`config.mk`:
```
export PLATFORM = sky130hd
export DESIGN_NAME = uart_rx
export DESIGN_NICKNAME = d
export VERILOG_FILES = /design/src/rtl/uart_rx.sv
export SDC_FILE = /design/constraint.sdc
export NUM_CORES = 1
export LEC_CHECK = 0
export CORE_ASPECT_RATIO = 1.75
export CORE_MARGIN = 2
export CORE_UTILIZATION = 60
export DETAILED_ROUTE_END_ITERATION = 8
export DONT_BUFFER_PORTS = 1
export MAX_ROUTING_LAYER = met4
export PLACE_DENSITY = 0.8
export SLEW_MARGIN = 20
export SYNTH_ARGS = -nofsm -noshare
export SYNTH_HDL_FRONTEND = slang
export SYNTH_SLANG_ARGS = --single-unit
```
`constraint.sdc`:
```
create_clock -name CLK -period 2.33 [get_ports CLK]
set_input_delay 0.466 -clock CLK [delete_from_list [all_inputs] [get_ports CLK]]
set_output_delay 0.466 -clock CLK [all_outputs]
set_load 0.01 [all_outputs]
```
`src/rtl/uart_rx.sv`:
```
// 8N1 UART receiver, LSB first. Double-flop synchronises RXD, detects the start
// edge and samples each bit at mid-bit; reports good bytes and bad stop bits.
module uart_rx #(
    parameter int CLKS_PER_BIT = 5000,
    parameter int HALF_BIT     = CLKS_PER_BIT / 2
) (
    input  logic       CLK,
    input  logic       RST_N,
    input  logic       RXD,
    output logic [7:0] DATA,
    output logic       VALID,
    output logic       FRAME_ERR,
    output logic       BUSY
);

    localparam int CW = $clog2(CLKS_PER_BIT);
    localparam logic [CW-1:0] BIT_LAST  = CW'(CLKS_PER_BIT - 1);
    localparam logic [CW-1:0] HALF_LAST = CW'(HALF_BIT - 1);

    typedef enum logic [1:0] {
        IDLE,
        START,
        DATA_ST,
        STOP
    } state_t;

    state_t          state_reg, state_next;
    logic [CW-1:0]   cnt_reg, cnt_next;
    logic [2:0]      bit_idx_reg, bit_idx_next;
    logic [7:0]      shift_reg, shift_next;
    logic [7:0]      data_reg, data_next;
    logic            valid_reg, valid_next;
    logic            frame_err_reg, frame_err_next;
    logic            rxd_meta_reg, rxd_s_reg, rxd_p_reg;

    // Sync chain and previous-sample flop idle high so reset never looks like a start edge
    always_ff @(posedge CLK or negedge RST_N) begin
        if (!RST_N) begin
            rxd_meta_reg <= 1'b1;
            rxd_s_reg    <= 1'b1;
            rxd_p_reg    <= 1'b1;
        end else begin
            rxd_meta_reg <= RXD;
            rxd_s_reg    <= rxd_meta_reg;
            rxd_p_reg    <= rxd_s_reg;
        end
    end

    always_ff @(posedge CLK or negedge RST_N) begin
        if (!RST_N) begin
            state_reg     <= IDLE;
            cnt_reg       <= '0;
            bit_idx_reg   <= 3'd0;
            shift_reg     <= 8'h00;
            data_reg      <= 8'h00;
            valid_reg     <= 1'b0;
            frame_err_reg <= 1'b0;
        end else begin
            state_reg     <= state_next;
            cnt_reg       <= cnt_next;
            bit_idx_reg   <= bit_idx_next;
            shift_reg     <= shift_next;
            data_reg      <= data_next;
            valid_reg     <= valid_next;
            frame_err_reg <= frame_err_next;
        end
    end

    always_comb begin
        state_next     = state_reg;
        cnt_next       = cnt_reg + 1'b1;
        bit_idx_next   = bit_idx_reg;
        shift_next     = shift_reg;
        data_next      = data_reg;
        valid_next     = 1'b0;
        frame_err_next = 1'b0;

        case (state_reg)
            IDLE: begin
                cnt_next = '0;
                // Only a genuine 1->0 transition arms reception, so a held-low line stays parked
                if (rxd_p_reg && !rxd_s_reg) begin
                    state_next = START;
                end
            end
            START: begin
                if (cnt_reg == HALF_LAST) begin
                    cnt_next     = '0;
                    bit_idx_next = 3'd0;
                    state_next   = rxd_s_reg ? IDLE : DATA_ST;
                end
            end
            DATA_ST: begin
                if (cnt_reg == BIT_LAST) begin
                    cnt_next                = '0;
                    shift_next[bit_idx_reg] = rxd_s_reg;
                    if (bit_idx_reg == 3'd7) begin
                        state_next = STOP;
                    end else begin
                        bit_idx_next = bit_idx_reg + 3'd1;
                    end
                end
            end
            STOP: begin
                // Leave at mid stop bit so a following start edge is not missed
                if (cnt_reg == BIT_LAST) begin
                    cnt_next   = '0;
                    state_next = IDLE;
                    if (rxd_s_reg) begin
                        data_next  = shift_reg;
                        valid_next = 1'b1;
                    end else begin
                        frame_err_next = 1'b1;
                    end
                end
            end
            default: begin
                state_next = IDLE;
                cnt_next   = '0;
            end
        endcase
    end

    assign DATA      = data_reg;
    assign VALID     = valid_reg;
    assign FRAME_ERR = frame_err_reg;
    assign BUSY      = (state_reg != IDLE);

endmodule
```
==> flow_summary.yaml, run 1 <==
pwr:
  power_frac_clock: 0.310
  combPwrFrac: 0.118
  power.density_cell_area_nw_per_um2: 722
  p_sw_mw: 0.430
  pwr-share-seq: 0.572
  power_mw: 1.50
  leakagePower_nw: 0.904
  peakVddDrop_v: 0.000539
  swShare: 0.287
  intPower_mw: 1.07
detailed_routing:
  wire_per_inst_um: 16.5
  drt_pass1_iterations: 4
  maxUsedRoutingLayer: "met4"
  vias: 1218
  drt_iter0_drc: 43
  drc_errors: 0
  wl_met3_um: 101
  drt-total-wl_um: 3490
  drt-met1-wl_um: 1330
  antenna_left: 0
  vias_per_cell: 5.77
  met2_length_um: 1950
yosys:
  synthesis.instances: 164
  synthArstFlopShare: 1.00
  synth_xor_area_frac: 0.0501
  syn_area_um2: 1920
  synth_edf_count: 0
  yosysMostFrequentCell: "dfrtp_1"
  yosysUniqueCellTypes: 41
  synth_fa_ha_area_frac: 0.0260
  ys_ff_latch: 39
  ys_top_cells_by_area: "dfrtp_1, mux2_4, dfstp_2"
  synth_top_area_cell: "dfrtp_1"
  muxShareOfSynthArea: 0.125
  synthSimpleGateAreaFrac: 0.243
  synth_top_family_by_area: "simple AND/OR/NAND/NOR gates"
  synth-main-ff-cell: "dfrtp_1"
  synth.avg_cell_area_um2: 11.7
  synth_top_area_frac: 0.468
  synth-seq-area-share: 0.509
  ys_warn_count: 0
  synth-compound-area-share: 0.0195
  synth_fp_nets: 171
  synth_common_cells: "dfrtp_1, nor3_1, nand2_1, nand3_1, nor2_1"
global_routing:
  grt_max_degree: 37
  overflow: 0
  grt_pass1_vias: 1354
  antenna_found_initial: 0
  grt_usage: 0.229
  grt_pass1_wl_um: 5900
cts:
  numCtsBuffers: 5
  htree_levels: 2
  cts_hold_buf: 1
  clk_pin_slew_ps: 70
  clk_path_buf_depth: 2
  root_buffer: "clkbuf_8"
  cts_tree: "done"
  ctsResizeCount: 0
  cts_setup_buffers: 0
  clock_latency_ps: 290
  cts_sinks: 39
floorplan:
  coreArea_um2: 3110
  ios: 14
  initial_core_util: 0.619
  rows: 27
  die_y_um: 78.9
  dieWidth_um: 46.8
  dieArea_um2: 3690
critical_path:
  criticalPathCategory: "reg2reg"
  cp-start-kind: "register"
  reg2reg_setup_slack_ps: 360
  cp.arrival_ps: 2150
  required_ps: 2510
  cp-end-kind: "register"
  cp_max_fo: 8
timing:
  rsz0062_at_grt: "no"
  max_freq_mhz: 507
  finalSetupViolations: 0
  tightest_slew_ps: 359
  relSlewSlack: 0.759
  period_minus_slack_ps: 1970
  min_period_over_period: 0.847
  hold_viol_final: 0
  slew_violations: 0
  fin_setup_tns_ps: 0
  finalClockSkew_ps: 7.26
placed_design:
  gp_congestion: 0.853
  hpwl_um: 2520
  dp.cells: 201
  io_buffers: 0
cells_and_area:
  fin_util: 0.667
  nFillCells: 231
  final_cell_count_no_fill: 211
  fin_nets: 174
  largest_reg_flops: 13
  final_layout_size_suffix_gt1_frac: 0.173
  antenna_cells: 0
  area_growth_pct: 7.74
run:
  drv_cap: 0
hold_path:
  hp-class: "in2async"
outcome:
  status: "finished, final reports clean"
==> path summary, 6_finish.rpt <==
| kind | from | end | cells after the start |
|---|---|---|---|
| min reg2reg | rxd_meta_reg | rxd_s_reg | 0 |
| min | RST_N | DATA[4] | 1 |
| max | cnt_reg[5] | shift_reg[5] | 4 |
| max in group asynchronous | RST_N | rxd_s_reg | 1 |
| max reg2reg | cnt_reg[5] | shift_reg[5] | 4 |
| min in group CLK | RXD | rxd_meta_reg | 0 |
==> cell families after synthesis <==
| kind of cell | count (synthesis) |
|---|---|
| adders and majority gates | 4 |
| AOI/OAI and AO/OA | 6 |
| buffers and inverters | 12 |
| muxes | 19 |
| DFF | 39 |
| xor gates and xnor gates | 11 |
| and+or+nand+nor | 73 |
==> critical path: stages (launching register included) <==
cell and delay [ps]:
dfrtp_1 480, nor4b_4 350, nand4_2 290, nor4_1 380, mux2_1 360
==> routing by layer <==
metal | global-route usage | vias up
met2 | 0.382 | 21
met5 | - | -
met4 | 0.119 | 0
met1 | 0.237 | 603
li1 | - | 587
met3 | 0.0500 | 7
==> cells in the final DEF (no fill, tap or decap), drive strengths merged <==
cell type     n
nor3b         4
mux2i         3
nor2b         3
nand3b        4
xnor2         4
buf           2
nor4          2
nor2          9
o31a          1
nand3         9
and4b         1
or3           1
clkbuf        7
and4          3
or4           1
a21oi         2
or4b          2
dlygate4sd3   1
nor3         12
inv           5
or2           1
nor4b         2
nand2         9
clkinv        1
and3          2
ha            4
nand4         7
mux2         16
o21ai         3
nand4b        1
dfstp         3
dfrtp        36
xor2          7
==> area by class of cell <==
class                      instances  area (um2)  share of cell area
clock buffer                       7        86.3              0.0416
clock inverter                     1        5.00             0.00241
inverter                           5        18.8             0.00905
multi-input combinational        113         892               0.430
sequential                        39         980               0.473
tap                               43        53.8              0.0260
timing repair buffer               3        37.5              0.0181
==> power groups by stage <==
stage	clock network (mW)	logic [mW]	registers (mW)
after global routing	0.508	0.200	0.871
after detailed placement	0	0.162	0.869
after global placement	0	0.153	0.862
final	0.464	0.177	0.856
after floorplan	0	0.163	0.819
after CTS	0.475	0.179	0.855
==> metrics by stage <==
| step | instance area [um2] | hold slack (ps) | setup slack (ps) |
|---|---|---|---|
| floorplan | 1920 | 170 | 576 |
| global placement | 1950 | 171 | 406 |
| detailed placement | 1950 | 171 | 344 |
| CTS | 2060 | 3.76 | 339 |
| global route | 2070 | 1.65 | 216 |
| finish | 2070 | 0.951 | 356 |
(Power assumes the default switching activity.)
==> run 2: changes to the inputs <==
--- a/config.mk
+++ b/config.mk
@@ -7,11 +7,11 @@
 export LEC_CHECK = 0
 export CORE_ASPECT_RATIO = 1.75
 export CORE_MARGIN = 2
-export CORE_UTILIZATION = 60
+export CORE_UTILIZATION = 56
 export DETAILED_ROUTE_END_ITERATION = 8
 export DONT_BUFFER_PORTS = 1
 export MAX_ROUTING_LAYER = met4
-export PLACE_DENSITY = 0.8
+export PLACE_DENSITY = 0.78
 export SLEW_MARGIN = 20
 export SYNTH_ARGS = -nofsm -noshare
 export SYNTH_HDL_FRONTEND = slang
==> constraint.sdc (replaced) <==
create_clock -name CLK -period 1.6 [get_ports CLK]
set_input_delay 0.32 -clock CLK [delete_from_list [all_inputs] [get_ports CLK]]
set_output_delay 0.32 -clock CLK [all_outputs]
set_load 0.01 [all_outputs]
==> flow_summary.yaml, run 2 (synthesized netlist as in run 1, its figures left out) <==
critical_path:
  cp_max_fo: 3
  cp.arrival_ps: 2000
  reg2reg_setup_slack_ps: -220
  endpoint: "state_reg[0]"
  cp_slowest_stage_delay_ps: 530
  required_ps: 1780
  crit_chain: "or4b_4 > or2_4 > or3_4 > o31a_1"
  r2r_cells: 4
  crit_cells: 4
  cp_slowest_cell: "or4b_4"
  cp-end-kind: "register"
  cp-start-kind: "register"
  criticalPathCategory: "reg2reg"
  path_delay_family: "simple AND/OR/NAND/NOR gates"
  cp.buffers_inverters: 0
  r2r_end: "state_reg[0]"
cells_and_area:
  fin_nets: 207
  antenna_cells: 0
  final_layout_size_suffix_gt1_frac: 0.478
  layout_common_cells: "dfrtp_1, buf_4, mux2_4"
  layout_commonest_cell: "dfrtp_1"
  largest_reg_flops: 13
  area_growth_pct: 36.2
  seq_area_um2: 981
  multi_input_area_um2: 1120
  nFillCells: 184
floorplan:
  ios: 14
  initial_core_util: 0.578
  rows: 28
  coreArea_um2: 3330
  dieWidth_um: 48.3
  dieArea_um2: 3940
  die_y_um: 81.5
detailed_routing:
  vias_per_cell: 5.91
  drt_pass1_iterations: 4
  wire_per_inst_um: 19.6
  vias: 1454
  drc_errors: 0
  antenna_left: 0
  drt_iter0_drc: 40
  drt-total-wl_um: 4820
cts:
  clock_latency_ps: 290
  cts_sinks: 39
  cts_tree: "done"
  root_buffer: "clkbuf_8"
  numCtsBuffers: 5
  clk_path_buf_depth: 2
  clk_pin_slew_ps: 80
  htree_levels: 2
pwr:
  power.density_cell_area_nw_per_um2: 1040
  power_mw: 2.72
  peakVddDrop_v: 0.00101
  leakagePower_nw: 1.19
global_routing:
  grt_pass1_wl_um: 7250
  grt_pass1_vias: 1538
  grt_max_degree: 40
  overflow: 0
  grt_usage: 0.252
  antenna_found_initial: 0
hold_path:
  hp-start: "RXD"
  hp-class: "in2reg"
placed_design:
  io_buffers: 0
  hpwl_um: 2880
  gp_congestion: 0.889
  pre_cts_slack_ps: -246
outcome:
  status: "complete, but fails checks"
  violations: "negative setup slack"
timing:
  min_period_over_period: 1.14
  slew_violations: 0
  max_freq_mhz: 548
  rsz0062_at_grt: "yes"
  tightest_slew_ps: 508
  hold_viol_final: 0
  finalClockSkew_ps: 7.80
  period_minus_slack_ps: 1820
  relSlewSlack: 0.660
  setup_slack_ps: -225
  finalSetupViolations: 33
run:
  drv_cap: 0
## run 2: cell types whose count changed in the layout (fill, tap and decap cells not counted), moves of 2 or more
cell,delta
buf_4,+27
nor3_1,-9
mux2_4,+8
nor3_4,+6
mux2_1,-5
buf_6,+4
mux2_2,-3
nor2_1,-3
nor3_2,+3
buf_12,+2
nand3_1,-2
nor2_4,+2
nor2b_1,-2
o21ai_1,-2
## run 2: worst min path at each step
stage	end	cells after the start
2_1_floorplan	DATA[0]	0
3_3_place_gp	VALID	0
3_5_place_dp	DATA[7]	0
4_1_cts	rxd_meta_reg	0
5_1_grt	rxd_meta_reg	0
6_report	rxd_meta_reg	0
## run 2: power by group
part           switching, mW  total, mW  internal (mW)
logic                  0.347      0.704          0.357
clock network          0.342      0.847          0.505
registers             0.0843       1.17           1.08
## run 2: worst reg2reg max path, cell delays in order, from the launching register on
cell     delay, ps
dfrtp_1        410
or4b_4         530
or2_4          290
or3_4          350
o31a_1         130
## run 2: timing repair
action                                 4_1_cts  5_1_grt
setup endpoints to repair                   33       34
gates resized for setup                     27       24
hold buffers                                 2        0
endpoints found under the hold margin       39        0
buffers inserted                             5        4
pin swaps                                   12       12
## run 2: layout make-up
class / count / area share
clock buffer: 6 / 0.0315
clock inverter: 2 / 0.0134
inverter: 5 / 0.00716
multi-input combinational: 113 / 0.428
tap: 45 / 0.0215
timing repair buffer: 36 / 0.124
sequential: 39 / 0.374
## run 2: metal layers
| metal | vias to the layer above | GRT usage | share of wire |
|---|---|---|---|
| met5 | - | - | 0 |
| met4 | 0 | 0.143 | 0.049 |
| met3 | 21 | 0.0545 | 0.031 |
| met2 | 45 | 0.479 | 0.59 |
| met1 | 733 | 0.231 | 0.33 |
| li1 | 655 | - | - |
## run 2: through the flow
step | area (um2) | TNS, ps | cells | hold WS [ps] | utilization
after detailed placement | 2150 | -5220 | 227 | 25.6 | 0.647
after floorplan | 1950 | -1410 | 164 | 24.4 | -
after global placement | 2150 | -3710 | 227 | 25.5 | 0.647
final | 2620 | -5060 | 246 | 22.8 | 0.787
after CTS | 2470 | -3720 | 242 | 19.6 | 0.742
after global routing | 2620 | -6410 | 246 | 11.2 | 0.787
==> run 3: changes to the inputs <==
--- a/config.mk
+++ b/config.mk
@@ -7,11 +7,11 @@
 export LEC_CHECK = 0
 export CORE_ASPECT_RATIO = 1.75
 export CORE_MARGIN = 2
-export CORE_UTILIZATION = 56
+export CORE_UTILIZATION = 31
 export DETAILED_ROUTE_END_ITERATION = 8
 export DONT_BUFFER_PORTS = 1
 export MAX_ROUTING_LAYER = met4
-export PLACE_DENSITY = 0.78
+export PLACE_DENSITY = 0.5
 export SLEW_MARGIN = 20
 export SYNTH_ARGS = -nofsm -noshare
 export SYNTH_HDL_FRONTEND = slang
==> flow_summary.yaml, run 3 (synthesized netlist as in run 1, its figures left out) <==
placed_design:
  io_buffers: 0
  dp.cells: 266
  hpwl_um: 2880
  gp_congestion: 0.855
cells_and_area:
  antenna_cells: 0
  fin_util: 0.423
  final_cell_count_no_fill: 281
  layout_common_cells: "dfrtp_1, buf_4, mux2_4"
  layout_commonest_cell: "dfrtp_1"
  largest_reg_flops: 13
  area_growth_pct: 33.7
  fin_nets: 207
  final_layout_size_suffix_gt1_frac: 0.418
timing:
  period_minus_slack_ps: 1810
  finalClockSkew_ps: 4.49
  setup_slack_ps: -211
  whs_ps: 25.7
  hold_viol_final: 0
  fin_setup_tns_ps: -4120
  finalSetupViolations: 34
  slew_violations: 0
  min_period_over_period: 1.13
  max_freq_mhz: 552
  tightest_slew_ps: 413
  relSlewSlack: 0.724
  rsz0062_at_grt: "yes"
cts:
  htree_levels: 2
  cts_tree: "done"
  clock_latency_ps: 290
  clk_pin_slew_ps: 70
  clk_path_buf_depth: 2
  cts_sinks: 39
  root_buffer: "clkbuf_8"
  numCtsBuffers: 5
global_routing:
  grt_pass1_vias: 1387
  grt_pass1_wl_um: 6740
  antenna_found_initial: 0
  overflow: 0
  grt_max_degree: 40
  grt_usage: 0.130
floorplan:
  rows: 38
  dieArea_um2: 6880
  coreArea_um2: 6090
  initial_core_util: 0.316
  ios: 14
  dieWidth_um: 63.6
  die_y_um: 108
pwr:
  peakVddDrop_v: 0.000724
  leakagePower_nw: 1.18
  power.density_cell_area_nw_per_um2: 986
  power_mw: 2.54
critical_path:
  cp-start-kind: "register"
  cp.arrival_ps: 1990
  required_ps: 1780
  criticalPathCategory: "reg2reg"
  reg2reg_setup_slack_ps: -210
  cp_max_fo: 4
  cp-end-kind: "register"
detailed_routing:
  vias: 1366
  drt_pass1_iterations: 3
  antenna_left: 0
  wire_per_inst_um: 14.6
  drt_iter0_drc: 39
  drc_errors: 0
  drt-total-wl_um: 4110
  vias_per_cell: 4.86
outcome:
  violations: "negative setup slack"
  status: "complete, but fails checks"
run:
  drv_cap: 0
hold_path:
  hp-class: "in2reg"
run 3: cell types whose count changed in the layout (fill, tap and decap cells not counted), moves of 2 or more:
cell	delta
nand3_1	+2
nor2_2	+2
mux2_1	+5
nor2_4	-2
mux2_4	-5
buf_6	-2
run 3: path summary, 6_finish.rpt:
kind,startpoint,endpoint,cells past startpoint
max,cnt_reg[5],shift_reg[7],6
min,RXD,rxd_meta_reg,0
max reg2reg,cnt_reg[5],shift_reg[7],6
min reg2reg,rxd_meta_reg,rxd_s_reg,0
max in group asynchronous,RST_N,rxd_s_reg,2
min in group asynchronous,RST_N,DATA[7],2
run 3: final cells by class:
class | instances | area (um2)
fill | 629 | 3510
sequential | 39 | 981
inverter | 5 | 18.8
timing repair buffer | 36 | 330
tap | 80 | 100
multi-input combinational | 113 | 1040
clock buffer | 8 | 100
run 3: through the flow:
step / setup WS, ps / cell area (um2)
global placement: -214 / 2230
finish: -211 / 2570
global route: -312 / 2570
CTS: -209 / 2430
floorplan: -105 / 1950
detailed placement: -235 / 2230
run 3: where the power goes:
part | leakage [nW] | switching, mW | internal, mW
logic | 0.611 | 0.339 | 0.322
registers | 0.515 | 0.0657 | 1.08
clock network | 0.0515 | 0.333 | 0.393
run 3: timing repair:
action                                  CTS  global route
pin swaps                                 3            11
resized for setup                        10            22
endpoints found under the setup margin   33            33
setup buffers                             2             3
hold buffers                              2             0
hold endpoints to repair                 39             0
run 3: critical path, stage by stage, from the launching register on:
cell     delay, ps
dfrtp_2        430
nor4b_4        340
buf_4          170
nand4_4        130
buf_12         180
nor3_4         140
mux2_4         320
run 3: metal layers:
metal,part of all wire,vias up,track usage
met5,0,-,-
met4,0.019,0,0.0559
met3,0.027,6,0.0343
met2,0.57,15,0.230
met1,0.39,691,0.136
li1,-,654,-
